`src/rtl/uart_tx_arb.sv`:
```
// Round-robin arbiter feeding one UART transmitter from NUM_REQ byte requesters.
// Define UART_TX_ARB_TIMEOUT_EN to add a SEND watchdog that aborts after TIMEOUT_CYCLES.
module uart_tx_arb #(
   parameter int NUM_REQ        = 4,
   parameter int DATA_WIDTH     = 8,
   parameter int TIMEOUT_CYCLES = 200000
) (
   input  logic                          clk_sys,
   input  logic                          rst_n,
   input  logic [NUM_REQ-1:0]            req,
   input  logic [NUM_REQ*DATA_WIDTH-1:0] req_data,
   output logic [NUM_REQ-1:0]            ack,
   output logic [NUM_REQ-1:0]            done,
   output logic                          tx_valid,
   output logic [DATA_WIDTH-1:0]         tx_data,
   input  logic                          tx_done,
   output logic                          busy,
   output logic                          err
);
   localparam int IW = (NUM_REQ > 1) ? $clog2(NUM_REQ) : 1;

   typedef enum logic [1:0] {IDLE, SEND, GAP} state_t;

   state_t                             state, state_nxt;
   logic [IW-1:0]                      owner, owner_nxt;
   logic [IW-1:0]                      last, last_nxt;
   logic [IW-1:0]                      sel, cand;
   logic                               found;
   logic [NUM_REQ-1:0][DATA_WIDTH-1:0] bytes;
   logic [NUM_REQ-1:0]                 ack_nxt, done_nxt;
   logic                               tx_valid_nxt;
   logic [DATA_WIDTH-1:0]              tx_data_nxt;

`ifdef UART_TX_ARB_TIMEOUT_EN
   localparam int WW = $clog2(TIMEOUT_CYCLES + 1);
   logic [WW-1:0] wd_cnt, wd_nxt;
   logic          err_nxt;
`else
   assign err = 1'b0;
`endif

   assign bytes = req_data;

   // Search starts just past the last winner so every requester gets a turn.
   always_comb begin
      sel   = '0;
      cand  = '0;
      found = 1'b0;
      for (int k = 1; k <= NUM_REQ; k++) begin
         cand = IW'((int'(last) + k) % NUM_REQ);
         if (!found && req[cand]) begin
            found = 1'b1;
            sel   = cand;
         end
      end
   end

   always_comb begin
      state_nxt    = state;
      owner_nxt    = owner;
      last_nxt     = last;
      ack_nxt      = '0;
      done_nxt     = '0;
      tx_valid_nxt = tx_valid;
      tx_data_nxt  = tx_data;
`ifdef UART_TX_ARB_TIMEOUT_EN
      wd_nxt       = '0;
      err_nxt      = 1'b0;
`endif
      case (state)
         IDLE: begin
            if (found) begin
               state_nxt    = SEND;
               tx_valid_nxt = 1'b1;
               tx_data_nxt  = bytes[sel];
               ack_nxt[sel] = 1'b1;
               owner_nxt    = sel;
               last_nxt     = sel;
            end
         end
         SEND: begin
            if (tx_done) begin
               state_nxt       = GAP;
               tx_valid_nxt    = 1'b0;
               done_nxt[owner] = 1'b1;
            end
`ifdef UART_TX_ARB_TIMEOUT_EN
            else if (wd_cnt == WW'(TIMEOUT_CYCLES - 1)) begin
               // Abort: the owner gets err instead of done and is not retried.
               state_nxt    = GAP;
               tx_valid_nxt = 1'b0;
               err_nxt      = 1'b1;
            end else begin
               wd_nxt = wd_cnt + 1'b1;
            end
`endif
         end
         GAP:     state_nxt = IDLE;
         default: state_nxt = IDLE;
      endcase
   end

   always_ff @(posedge clk_sys or negedge rst_n) begin
      if (!rst_n) begin
         state    <= IDLE;
         owner    <= '0;
         last     <= IW'(NUM_REQ - 1);
         ack      <= '0;
         done     <= '0;
         tx_valid <= 1'b0;
         tx_data  <= '0;
         busy     <= 1'b0;
`ifdef UART_TX_ARB_TIMEOUT_EN
         wd_cnt   <= '0;
         err      <= 1'b0;
`endif
      end else begin
         state    <= state_nxt;
         owner    <= owner_nxt;
         last     <= last_nxt;
         ack      <= ack_nxt;
         done     <= done_nxt;
         tx_valid <= tx_valid_nxt;
         tx_data  <= tx_data_nxt;
         busy     <= (state_nxt != IDLE);
`ifdef UART_TX_ARB_TIMEOUT_EN
         wd_cnt   <= wd_nxt;
         err      <= err_nxt;
`endif
      end
   end

endmodule

```
`config.mk`:
```
export PLATFORM = sky130hd
export DESIGN_NAME = uart_tx_arb
export DESIGN_NICKNAME = d
export VERILOG_FILES = /design/src/rtl/uart_tx_arb.sv
export SDC_FILE = /design/constraint.sdc
export NUM_CORES = 1
export LEC_CHECK = 0
export BUFFER_PORTS_ARGS = -buffer_cell sky130_fd_sc_hd__buf_2
export CAP_MARGIN = 15
export CORE_UTILIZATION = 40
export DETAILED_ROUTE_END_ITERATION = 12
export HOLD_SLACK_MARGIN = 0.15
export PLACE_DENSITY = 0.82
export SYNTH_ARGS = -nofsm -noshare
export SYNTH_HDL_FRONTEND = slang
export SYNTH_SLANG_ARGS = --single-unit
```
`constraint.sdc`:
```
create_clock -name clk_sys -period 4.8 [get_ports clk_sys]
set_clock_uncertainty 0.2 [all_clocks]
set_input_delay 0.24 -clock clk_sys [delete_from_list [all_inputs] [get_ports clk_sys]]
set_output_delay 0.24 -clock clk_sys [all_outputs]
set_load 0.02 [all_outputs]
```
Yosys cells after proc, flatten, opt, wreduce, memory -nomap -nowiden
Cells that the tools add are included.
{"block": "word_totals", "in_bits": 39, "out_inout_bits": 19, "reg_bits": 24}
{"block": "classes", "n_reduce_logical": 13, "addsub": 4, "order_cmp": 8, "muxes": 32, "eq_ne": 3}
{"operator": "$lt 2x3->1 const B", "n": 6}
{"operator": "$bmux 8 s2", "n": 1}
{"operator": "$mux 4", "n": 4}
{"operator": "$mux 1", "n": 12}
{"operator": "$mux 2", "n": 6}
{"operator": "$bmux 1 s2", "n": 4}
{"operator": "$mux 8", "n": 1}
{"operator": "$logic_and 1x1->1", "n": 5}
{"operator": "$add 2x1->2 const B", "n": 2}
{"operator": "$add 2x2->2 const B", "n": 2}
{"operator": "$demux 1 s2", "n": 2}
{"operator": "$ge 2x1->1 const B", "n": 2}
{"operator": "$ne 2x2->1 const B", "n": 2}
{"operator": "$pmux 2 s2", "n": 1}
{"operator": "$reduce_bool 2->1", "n": 2}
{"operator": "$logic_not 1->1", "n": 3}
{"operator": "$reduce_and 3->1", "n": 1}
{"operator": "$eq 2x1->1 const B", "n": 1}
{"operator": "$logic_not 2->1", "n": 1}
{"operator": "$pmux 1 s2", "n": 1}
{"operator": "$reduce_and 2->1", "n": 1}

Depth between registers and ports, before layout
{"block": "logic_depth", "depth_word": 19, "ltp_mapped": 6}

Worst setup path before layout
Ideal clock, no wire load.
{"block": "synth_path", "kind": "register to register", "start": "reg last[0]", "end": "reg tx_data[0]", "stages_incl_launch_ff": 7, "setup_time_ns": 0.132, "setup_slack_ns": 2.910, "required_ns": 4.468, "t_arrival_ns": 1.559, "path_cell_list": "dfstp_2 -> nand2b_1 -> o21ai_2 -> a211oi_2 -> buf_4 -> mux2i_1 -> o221ai_2"}
{"block": "synth_via", "elab_chain_cells": 15, "elab_cells_between_ends": 29}
{"element": "from (decl)", "line": "26", "rtl": "logic [IW-1:0] last, last_nxt;"}
{"element": "from (signal assigned)", "line": "107", "rtl": "last <= IW'(NUM_REQ - 1);"}
{"element": "from (signal assigned)", "line": "120", "rtl": "last <= last_nxt;"}
{"element": "$add 2x1->2", "line": "50", "rtl": "cand = IW'((int'(last) + k) % NUM_REQ);"}
{"element": "$bmux 1 s2", "line": "51", "rtl": "if (!found && req[cand]) begin"}
{"element": "$mux 1 (implied by the code)", "line": "51"}
{"element": "$mux 1", "line": "51"}
{"element": "$logic_not 1->1", "line": "51"}
{"element": "$logic_and 1x1->1", "line": "51"}
{"element": "$mux 1", "line": "51"}
{"element": "$logic_not 1->1", "line": "51"}
{"element": "$logic_and 1x1->1", "line": "51"}
{"element": "$mux 1", "line": "51"}
{"element": "$logic_not 1->1", "line": "51"}
{"element": "$logic_and 1x1->1", "line": "51"}
{"element": "$mux 2", "line": "51"}
{"element": "$bmux 8 s2", "line": "75", "rtl": "tx_data_nxt = bytes[sel];"}
{"element": "$mux 8 (implied by the code)", "line": "75"}
{"element": "to (signal assigned)", "line": "124", "rtl": "tx_data <= tx_data_nxt;"}
{"element": "to (decl)", "line": "15", "rtl": "output logic [DATA_WIDTH-1:0] tx_data,"}
Several ways; a longest one is shown, not always the timed one. The select of a mux whose other input is x is not followed.
A chain may end at the register's enable or synchronous reset.

Worst setup path after layout
{"block": "layout_path", "start": "reg last[0]", "end": "reg tx_data[1]"}
Same word-level chain as after synthesis.

==> results.toml <==
[outcome]
status = "finished clean"

[critical_path]
worstReg2RegStart = "last[0]$_DFFE_PN1P_"
rr_worst_depth = 8
cp_max_fo = 18
path_class = "flip-flop to flip-flop"
reg2reg_to = "tx_data[1]$_DFFE_PN0P_"
cp.required_ns = 4.83
r2r_slack_ns = 1.42
cp-end-kind = "flip-flop"
start_kind = "flip-flop"
critical_path_arrival_ns = 3.41

[clocking]
cts_tree = "built"
cts_made_buffers = 3
clkTransAtPathRegs_ns = 0.14
root_buffer = "clkbuf_4"
cts_sinks = 24
htree_levels = 1
clock_latency_ns = 0.33
post_cts_buffers = 0
cts.path.max_buffers = 2

[synthesis]
synth_nets = 145
syn_avg_cell_area_um2 = 11.1
synthDistinctLibCells = 25
syn_inst = 106
ys_ff_latch = 24
synthesis.area_um2 = 1180
ys_seq_area_share_pct = 51.3
yosys_warnings = 0

[floorplanning]
die_x_um = 56.2
core_area_um2 = 2780
die_h_um = 56.2
fp.dieArea_um2 = 3160
std_cell_rows = 19
boundaryPins = 58
start_util_pct = 42.3

[detailed_routing]
drtPass1Iterations = 4
ant_nets = 0
avgViaCountPerCell = 5.24
drt_drc_violations_left = 0
dr_total_vias = 1152
drtIter0Drc = 38
post_drt_wl_per_cell_um = 16.6
wl_um = 3640

[timing]
fmax_mhz = 296
setup_viol = 0
hold_viol = 0
period_share_pct = 70.4
tightest_slew_ns = 0.610
fin_crit_ns = 3.38
setup_tns_ns = 0
slew_viol_final = 0
slew-limit-headroom_pct = 59.3
rsz0062_at_grt = "no"
fin_hold_ws_ns = 0.190

[place]
port_buffers = 56
post-dp-hpwl_um = 1840
place_inst = 187
gp_congestion = 0.708

[grt]
first_global_vias = 1125
grt.total_usage_pct = 23.1
grt_pass1_wl_um = 5430
antenna_found_initial = 0
overflow = 0
grt_max_degree = 25

[run]
cap_violations = 0

[layout]
drive_gt1_share_pct = 38.6
seq_area_um2 = 603
instances_no_fill = 220
fin_nets = 229
fillers = 207
syn2layout_area_growth_pct = 53.1
antennaDiodeCount = 0
multi_input_area_um2 = 523

[worst_hold_path]
hp-class = "input port to asynchronous set/reset pin"

[power_and_ir_drop]
ir_drop_mv = 0.336
powerDensity_nw_per_um2 = 521
p_leak_nw = 0.933
-- registers in the layout, summed over array words and instances (netlist names) --
register,count
busy,1
owner,2
state,2
ack,4
done,4
last,2
tx_valid,1
tx_data,8
-- per-stage QoR --
step / setup slack [ns] / util (%) / total power [mW] / instance area [um^2]
after global routing: 1.34 / 64.7 / 0.983 / 1800
after floorplan: 2.91 / - / 0.593 / 1180
after global placement: 2.37 / 52.4 / 0.675 / 1460
after detailed placement: 2.25 / 52.4 / 0.690 / 1460
final: 1.42 / 64.7 / 0.938 / 1800
after CTS: 1.22 / 63.7 / 0.881 / 1770
-- cell families after synthesis --
family / count (synthesis) / synth area share, %
AND/OR/NAND/NOR: 38 / 14.7
flip-flops: 24 / 51.3
AO/OA/AOI/OAI: 18 / 15.2
multiplexers: 16 / 13.6
buffers and inverters: 9 / 4.89
other: 1 / 0.319
-- repair_timing --
action / 4_1_cts / 5_1_grt
endpoints found under the hold margin: 39 / 0
hold buffers: 28 / 0
resized for setup: 0 / 0
-- layer usage --
metal	vias to the layer above	wire length [um]	part of all wire, %	track usage (%)
met5	-	0	0	0
met4	0	120	3.3	11.1
met3	9	295	8.1	3.49
met2	74	1810	50	40.5
met1	529	1420	39	27.4
li1	540	-	-	-
-- worst max path at each step --
stage | to | depth (start not counted) | from
2_1_floorplan | tx_data[0]$_DFFE_PN0P_ | 6 | last[0]$_DFFE_PN1P_
3_3_place_gp | tx_data[5]$_DFFE_PN0P_ | 5 | last[0]$_DFFE_PN1P_
3_5_place_dp | tx_data[4]$_DFFE_PN0P_ | 5 | last[0]$_DFFE_PN1P_
4_1_cts | tx_data[7]$_DFFE_PN0P_ | 7 | last[0]$_DFFE_PN1P_
5_1_grt | tx_data[1]$_DFFE_PN0P_ | 8 | last[0]$_DFFE_PN1P_
6_report | tx_data[1]$_DFFE_PN0P_ | 8 | last[0]$_DFFE_PN1P_
-- layout make-up --
| type | instances | share of cell area [%] |
|---|---|---|
| clock buffer | 4 | 2.02 |
| inverter | 3 | 0.625 |
| multi-input combinational | 73 | 29.0 |
| sequential | 24 | 33.5 |
| tap | 31 | 2.15 |
| timing repair buffer | 85 | 32.7 |
-- synthesized netlist by cell type --
cell type / instances / area share (%)
a211oi_2: 1 / 1.1
a21oi_1: 5 / 2.1
and2_1: 1 / 0.53
and3_1: 1 / 0.53
buf_2: 1 / 0.43
buf_4: 4 / 2.6
buf_6: 1 / 0.96
conb_1: 1 / 0.32
dfrtp_1: 22 / 47
dfstp_2: 2 / 4.5
inv_1: 3 / 0.96
mux2i_1: 16 / 14
nand2_1: 17 / 5.4
nand2b_1: 4 / 2.1
nor2_1: 10 / 3.2
nor3_1: 1 / 0.43
nor3_2: 1 / 0.85
nor4_1: 2 / 1.1
o21a_1: 1 / 0.64
o21ai_0: 1 / 0.43
o21ai_2: 1 / 0.74
o221ai_1: 1 / 0.74
o221ai_2: 7 / 8.9
o22ai_1: 1 / 0.53
or3_1: 1 / 0.53
-- placed cells by master, fill, tap and decap left out, types with 2 or more instances in the layout --
cell | netlist | routed
buf_2 | 1 | 56
a21oi_1 | 5 | 5
o221ai_2 | 7 | 7
dfrtp_1 | 22 | 22
dfstp_2 | 2 | 2
mux2i_1 | 16 | 16
clkbuf_4 | 0 | 3
dlygate4sd3_1 | 0 | 28
nor2_1 | 10 | 10
nor4_1 | 2 | 2
inv_1 | 3 | 3
nand2_1 | 17 | 17
nand2b_1 | 4 | 4
-- worst max-delay path: stages (launching register included) --
cell and delay [ns]:
dfstp_2 0.55, nand2b_1 0.13, a21oi_1 0.11, a211oi_4 0.44, buf_16 0.22, mux2i_1 0.28, dlygate4sd3_1 0.61, o221ai_2 0.11
dlygate4sd3_1 0.61
-- power by group --
part	leakage, nW	total [mW]	internal, mW	switching (mW)
Combinational	0.614	0.501	0.238	0.263
Clock	0.0210	0.111	0.0465	0.0644
Sequential	0.298	0.326	0.275	0.0507
Note: power is estimated with default switching activity, not from simulation.
